`config.mk`:
```
export PLATFORM = sky130hd
export DESIGN_NAME = cy_anim_ctrl
export DESIGN_NICKNAME = d
export VERILOG_FILES = /design/src/rtl/cy_anim_pkg.sv /design/src/rtl/cy_frame_timer.sv /design/src/rtl/cy_anim_ctrl.sv
export SDC_FILE = /design/constraint.sdc
export NUM_CORES = 1
export LEC_CHECK = 0
export BUFFER_PORTS_ARGS = -buffer_cell sky130_fd_sc_hd__buf_4
export CORE_MARGIN = 5
export CORE_UTILIZATION = 55
export CTS_CLUSTER_DIAMETER = 200
export CTS_CLUSTER_SIZE = 12
export DETAILED_ROUTE_END_ITERATION = 12
export PLACE_DENSITY = 0.79
export SYNTH_ARGS = -nofsm -noshare
export SYNTH_HDL_FRONTEND = slang
export SYNTH_SLANG_ARGS = --single-unit
```
`constraint.sdc`:
```
create_clock -name clk -period 2.85 [get_ports clk]
set_input_delay 0.855 -clock clk [delete_from_list [all_inputs] [get_ports clk]]
set_output_delay 0.855 -clock clk [all_outputs]
set_load 0.005 [all_outputs]
```
`src/rtl/cy_anim_pkg.sv`:
```
// rtl/cy_anim_pkg.sv - shared facing, image index and FSM encodings for the CY sprite sequencer
package cy_anim_pkg;

  typedef enum logic [1:0] {
    FACE_FRONT = 2'd0,
    FACE_BACK  = 2'd1,
    FACE_LEFT  = 2'd2,
    FACE_RIGHT = 2'd3
  } facing_t;

  typedef enum logic {
    ST_IDLE = 1'b0,
    ST_WALK = 1'b1
  } anim_state_t;

  localparam logic [3:0] IMG_FRONT_STAND  = 4'd0;
  localparam logic [3:0] IMG_FRONT_WALK_L = 4'd1;
  localparam logic [3:0] IMG_FRONT_WALK_R = 4'd2;
  localparam logic [3:0] IMG_BACK_STAND   = 4'd3;
  localparam logic [3:0] IMG_BACK_WALK_L  = 4'd4;
  localparam logic [3:0] IMG_BACK_WALK_R  = 4'd5;
  localparam logic [3:0] IMG_LEFT_STAND   = 4'd6;
  localparam logic [3:0] IMG_LEFT_WALK    = 4'd7;
  localparam logic [3:0] IMG_RIGHT_STAND  = 4'd8;
  localparam logic [3:0] IMG_RIGHT_WALK   = 4'd9;

  // Front/back cycle walk_L, stand, walk_R, stand; left/right cycle walk, stand.
  // Odd phases are always the stand image.
  function automatic logic [3:0] image_for(input facing_t f, input logic walking,
                                           input logic [1:0] phase);
    logic show_walk;
    logic [3:0] img;
    show_walk = walking & ~phase[0];
    img = IMG_FRONT_STAND;
    case (f)
      FACE_FRONT: img = !show_walk ? IMG_FRONT_STAND :
                        (phase[1] ? IMG_FRONT_WALK_R : IMG_FRONT_WALK_L);
      FACE_BACK:  img = !show_walk ? IMG_BACK_STAND :
                        (phase[1] ? IMG_BACK_WALK_R : IMG_BACK_WALK_L);
      FACE_LEFT:  img = show_walk ? IMG_LEFT_WALK : IMG_LEFT_STAND;
      FACE_RIGHT: img = show_walk ? IMG_RIGHT_WALK : IMG_RIGHT_STAND;
      default:    img = IMG_FRONT_STAND;
    endcase
    return img;
  endfunction

  // Side-facing walks only use phases 0 and 1.
  function automatic logic [1:0] phase_next(input facing_t f, input logic [1:0] phase);
    if (f == FACE_LEFT || f == FACE_RIGHT) begin
      return {1'b0, ~phase[0]};
    end
    return phase + 2'd1;
  endfunction

endpackage

```
`src/rtl/cy_frame_timer.sv`:
```
// rtl/cy_frame_timer.sv - FRAME_DIV enabled-cycle counter producing a phase-advance pulse
module cy_frame_timer #(
  parameter int FRAME_DIV = 16
) (
  input  logic clk,
  input  logic rst,
  input  logic en,
  input  logic clr,
  output logic phase_adv
);

  localparam int CW = (FRAME_DIV > 1) ? $clog2(FRAME_DIV) : 1;
  localparam logic [CW-1:0] LAST = CW'(FRAME_DIV - 1);

  logic [CW-1:0] cnt;

  // Pulse on the enabled cycle that wraps the counter; clear wins over counting.
  assign phase_adv = en & ~clr & (cnt == LAST);

  // Count enabled cycles within the current phase, wrapping at FRAME_DIV-1.
  always_ff @(posedge clk or negedge rst) begin
    if (!rst) begin
      cnt <= '0;
    end else if (clr) begin
      cnt <= '0;
    end else if (en) begin
      cnt <= (cnt == LAST) ? '0 : cnt + 1'b1;
    end
  end

endmodule

```
`src/rtl/cy_anim_ctrl.sv`:
```
// rtl/cy_anim_ctrl.sv - CY sprite movement/walk-animation sequencer; CY_ANIM_DIAG_EN enables diagonal stepping
module cy_anim_ctrl
  import cy_anim_pkg::*;
#(
  parameter int STEP      = 1,
  parameter int FRAME_DIV = 16,
  parameter int H_MIN     = 0,
  parameter int H_MAX     = 620,
  parameter int V_MIN     = 0,
  parameter int V_MAX     = 460,
  parameter int INIT_H    = 310,
  parameter int INIT_V    = 230
) (
  input  logic       clk,
  input  logic       rst,
  input  logic       en,
  input  logic       w,
  input  logic       a,
  input  logic       s,
  input  logic       d,
  input  logic       freeze,
  input  logic       load,
  input  logic [9:0] load_h,
  input  logic [9:0] load_v,
  output logic [9:0] pos_h,
  output logic [9:0] pos_v,
  output logic [3:0] pixel_idx,
  output logic [1:0] facing,
  output logic       moving
);

  // Coordinates are widened to 11 bits so stepping past a bound never wraps.
  localparam logic [10:0] STEP_W = 11'(STEP);
  localparam logic [10:0] HMIN_W = 11'(H_MIN);
  localparam logic [10:0] HMAX_W = 11'(H_MAX);
  localparam logic [10:0] VMIN_W = 11'(V_MIN);
  localparam logic [10:0] VMAX_W = 11'(V_MAX);

  function automatic logic [9:0] step_dn(input logic [9:0] p, input logic [10:0] lo);
    logic [10:0] p_w;
    p_w = {1'b0, p};
    if (p_w < lo + STEP_W) return 10'(lo);
    return 10'(p_w - STEP_W);
  endfunction

  function automatic logic [9:0] step_up(input logic [9:0] p, input logic [10:0] hi);
    logic [10:0] sum;
    sum = {1'b0, p} + STEP_W;
    if (sum > hi) return 10'(hi);
    return 10'(sum);
  endfunction

  function automatic logic [9:0] clamp(input logic [9:0] p, input logic [10:0] lo,
                                       input logic [10:0] hi);
    if ({1'b0, p} < lo) return 10'(lo);
    if ({1'b0, p} > hi) return 10'(hi);
    return p;
  endfunction

  anim_state_t state, state_nx;
  facing_t     facing_q, facing_nx, dir;
  logic [1:0]  phase, phase_nx;
  logic [9:0]  h_nx, v_nx;
  logic [3:0]  pixel_nx;
  logic        moving_nx;
  logic        vert, horz, valid, step_h, step_v;
  logic        advance, restart, phase_adv;

  assign facing = facing_q;

  // Decode held keys into a direction; opposing keys cancel, vertical wins.
  always_comb begin
    vert   = w ^ s;
    horz   = a ^ d;
    valid  = vert | horz;
    step_v = vert;
    step_h = 1'b0;
    dir    = FACE_FRONT;
    if (vert) begin
      dir = w ? FACE_BACK : FACE_FRONT;
`ifdef CY_ANIM_DIAG_EN
      step_h = horz;
`endif
    end else if (horz) begin
      step_h = 1'b1;
      dir    = a ? FACE_LEFT : FACE_RIGHT;
    end
  end

  // A walk continues only when the same direction is held in WALK; any other
  // update (start, turn, stop, freeze, load) restarts the animation timing.
  assign advance = en & ~load & ~freeze & valid & (state == ST_WALK) & (dir == facing_q);
  assign restart = (en | load) & ~advance;

  cy_frame_timer #(
    .FRAME_DIV(FRAME_DIV)
  ) u_frame_timer (
    .clk      (clk),
    .rst      (rst),
    .en       (advance),
    .clr      (restart),
    .phase_adv(phase_adv)
  );

  // Next-state, position and image selection; load outranks en/freeze/keys.
  always_comb begin
    state_nx  = state;
    facing_nx = facing_q;
    phase_nx  = phase;
    h_nx      = pos_h;
    v_nx      = pos_v;
    if (load) begin
      state_nx = ST_IDLE;
      phase_nx = '0;
      h_nx     = clamp(load_h, HMIN_W, HMAX_W);
      v_nx     = clamp(load_v, VMIN_W, VMAX_W);
    end else if (en) begin
      if (freeze || !valid) begin
        state_nx = ST_IDLE;
        phase_nx = '0;
      end else begin
        state_nx = ST_WALK;
        if (step_v) v_nx = w ? step_dn(pos_v, VMIN_W) : step_up(pos_v, VMAX_W);
        if (step_h) h_nx = a ? step_dn(pos_h, HMIN_W) : step_up(pos_h, HMAX_W);
        if (advance) begin
          if (phase_adv) phase_nx = phase_next(facing_q, phase);
        end else begin
          facing_nx = dir;
          phase_nx  = '0;
        end
      end
    end
    moving_nx = (state_nx == ST_WALK);
    pixel_nx  = image_for(facing_nx, moving_nx, phase_nx);
  end

  // FSM state register.
  always_ff @(posedge clk or negedge rst) begin
    if (!rst) begin
      state <= ST_IDLE;
    end else begin
      state <= state_nx;
    end
  end

  // Registered outputs; the image is computed from next-state values so it
  // never lags facing/moving by a cycle.
  always_ff @(posedge clk or negedge rst) begin
    if (!rst) begin
      facing_q  <= FACE_FRONT;
      phase     <= '0;
      pos_h     <= 10'(INIT_H);
      pos_v     <= 10'(INIT_V);
      pixel_idx <= IMG_FRONT_STAND;
      moving    <= 1'b0;
    end else begin
      facing_q  <= facing_nx;
      phase     <= phase_nx;
      pos_h     <= h_nx;
      pos_v     <= v_nx;
      pixel_idx <= pixel_nx;
      moving    <= moving_nx;
    end
  end

endmodule

```
==> impl_metrics.env <==
export IMPL_fmax_mhz=399
export IMPL_dieArea_sq_mm=0.00720
export IMPL_wire_per_inst_um=17.2
export IMPL_seq_area_frac_synth_pct=27.2
export IMPL_yosysTopAreaCell="dfrtp_1"
export IMPL_vias=3376
export IMPL_place_area_sq_mm=0.00356
export IMPL_area_growth_syn_to_layout_pct=18.5
export IMPL_cts_tree="yes"
export IMPL_port_buffers=55
export IMPL_slew_limit_headroom_pct=67.4
export IMPL_drtIter0Drc=304
export IMPL_drcViolationCount=0
export IMPL_crit_type="reg2reg"
export IMPL_gp_congestion=0.988
export IMPL_ioPinCount=56
export IMPL_instances_no_fill=524
export IMPL_drt_total_wl_mm=9.03
export IMPL_tns_ns=0
export IMPL_path_cells="ha_1 -> nand4_1 -> nor3b_1 -> o21ai_0 -> a2111oi_4 -> o21ai_0 -> a31oi_1"
export IMPL_grt_max_degree=34
export IMPL_dpl_hpwl_mm=6.69
export IMPL_cts_buffers=5
export IMPL_arrival_ns=2.72
export IMPL_cp_end_kind="flip-flop"
export IMPL_outcome="complete, no violations"
export IMPL_grt_usage_pct=24.8
export IMPL_final_cell_mix="buf_4 (73), nand2_1 (33), nor2_1 (31), o21ai_0 (30), a21oi_1 (27)"
export IMPL_setup_viol=0
export IMPL_cts_resized=0
export IMPL_maxCapViolCount=0
export IMPL_power_density_mw_per_mm2=422
export IMPL_ir_worst_vdd_v=0.000305
export IMPL_synth_area_top_cells="dfrtp_1 (19%), dfstp_2 (8.5%), o21ai_0 (4.9%)"
export IMPL_clock_skew_ns=0.0150
export IMPL_antenna_cells=0
export IMPL_num_rows=27
export IMPL_grt_antenna_before_repair=0
export IMPL_nets=486
export IMPL_dieHeight_um=84.8
export IMPL_hold_class="in2async"
export IMPL_required_ns=3.06
export IMPL_min_period_ns=2.51
export IMPL_multi_input_area_sq_mm=0.00200
export IMPL_holdBufCountCts=0
export IMPL_synth_nets=435
export IMPL_antenna_left=0
export IMPL_clkTransAtPathRegs_ns=0.08
export IMPL_synthFlopType="dfrtp_1"
export IMPL_start_util_pct=56.3
export IMPL_ys_seq_elements=33
export IMPL_drive_gt1_share_pct=22.8
export IMPL_clkSinkCount=33
export IMPL_slew_viol_final=0
export IMPL_period_share_pct=88.0
export IMPL_crit_top_cell="o21ai_0"
export IMPL_critPathMaxFanout=10
export IMPL_clkLatencyLatePin_ns=0.28
export IMPL_worstMarginPinSlew_ns=0.482
export IMPL_register_area_sq_um=838
export IMPL_slowest_delay_ns=0.65
export IMPL_synth_edf_count=0
export IMPL_fin_util_pct=66.7
export IMPL_fillers=491
export IMPL_dr_pass1_iters=5
export IMPL_avgSynthCellArea_sq_um=7.70
export IMPL_clockBufferDepth=2
export IMPL_ys_types=69
export IMPL_yosys_warnings=0
export IMPL_synthCells=400
export IMPL_clock_root_buffer="clkbuf_8"
export IMPL_finalHoldViolCount=0
export IMPL_start_kind="flip-flop"
export IMPL_grt_overflow_total=0
export IMPL_h_tree_depth=2
export IMPL_cp_slowest_cell="dfstp_2"
export IMPL_grt_pass1_vias=3157
export IMPL_viasPerCell=6.44
export IMPL_synth_top_cell_area_share_pct=18.7
export IMPL_rsz0062_at_grt="no"
export IMPL_finalPower_mw=1.54
export IMPL_fin_area_sq_mm=0.00365
export IMPL_die_width_um=84.8
export IMPL_core_area_sq_mm=0.00547
export IMPL_syn_cell_area_sq_mm=0.00308
export IMPL_layout_commonest_cell="buf_4"
export IMPL_ys_async_sr_fraction_pct=100
export IMPL_postCtsSetupRepairBufs=0
export IMPL_grt_pass1_wl_mm=14.9
export IMPL_dp_cells=516
export IMPL_p_leak_nw=1.52
-- cell type report --
type / count / share of cell area, %
inverter: 23 / 2.37
clock buffer: 7 / 2.09
sequential: 33 / 23.0
clock inverter: 1 / 0.206
multi-input combinational: 315 / 54.9
tap: 72 / 2.47
timing repair buffer: 73 / 15.0
-- power breakdown --
group	leakage (nW)	internal [mW]	switching [mW]
Sequential	0.397	0.536	0.110
Combinational	1.08	0.265	0.284
Clock	0.0385	0.173	0.171
-- state kept, by name (all words and copies together) (netlist names) --
signal	cells
pos_v	10
pixel_idx	4
pos_h	10
phase	2
moving	1
facing	2
u_frame_timer.cnt	4
-- cells by family after synthesis --
kind of cell	synth area share, %
multiplexers	1.14
XOR/XNOR	3.13
buffers and inverters	7.76
flip-flops	27.2
AND/OR/NAND/NOR	28.2
AO/OA/AOI/OAI	30.1
adder cells (fa/ha/maj)	2.44
-- Yosys cell counts, types with 4 or more instances --
| library cell | number |
|---|---|
| a31oi_1 | 11 |
| xnor2_1 | 5 |
| a21oi_1 | 27 |
| dfrtp_1 | 23 |
| nor4_1 | 4 |
| nand2_1 | 33 |
| nand2b_1 | 5 |
| nand3_1 | 17 |
| nor2_1 | 31 |
| o21a_1 | 4 |
| a21o_1 | 4 |
| nand4_1 | 8 |
| nor3b_1 | 4 |
| o22ai_1 | 12 |
| nand3b_1 | 4 |
| a21boi_0 | 4 |
| buf_2 | 11 |
| ha_1 | 6 |
| a22o_1 | 4 |
| o211ai_1 | 7 |
| inv_1 | 23 |
| buf_4 | 4 |
| and3_1 | 8 |
| or3_1 | 5 |
| dfstp_2 | 10 |
| nor3_1 | 16 |
| clkbuf_1 | 11 |
| o21ai_0 | 30 |
| and4_1 | 5 |
| and2_1 | 4 |
| xor2_1 | 6 |
-- worst max-delay path, delay by kind of cell, from the launching register on --
| family | cells | cell delay, ns |
|---|---|---|
| DFF | 1 | 0.65 |
| and+or+nand+nor | 2 | 0.36 |
| AOI/OAI and AO/OA | 4 | 1.22 |
| adders and majority gates | 1 | 0.21 |
-- per-stage QoR --
stage                     worst slack [ns]  hold WS, ns
after detailed placement             0.128        0.510
after global placement               0.175        0.493
after CTS                            0.334        0.520
final                                0.341        0.512
after global routing                 0.162        0.540
after floorplan                      0.121        0.473
-- per-layer routing --
metal / track usage, % / routed length, um
met5: 0 / 0
met4: 6.47 / 136
met3: 2.62 / 636
met2: 40.8 / 4290
met1: 34.7 / 3970
-- worst paths after layout --
kind | from | depth (start not counted) | slack [ns] | endpoint
worst max-delay path | pos_v[1] | 7 | 0.34 | pos_v[7]
worst min-delay path | rst | 1 | 0.51 | pixel_idx[1]
worst max register to register | pos_v[1] | 7 | 0.34 | pos_v[7]
worst min register to register | u_frame_timer.cnt[2] | 1 | 0.52 | u_frame_timer.cnt[2]
max in group asynchronous | rst | 1 | 1.99 | pos_h[5]
min in group clk | u_frame_timer.cnt[2] | 1 | 0.52 | u_frame_timer.cnt[2]
Power figures use the tool's default switching activity.
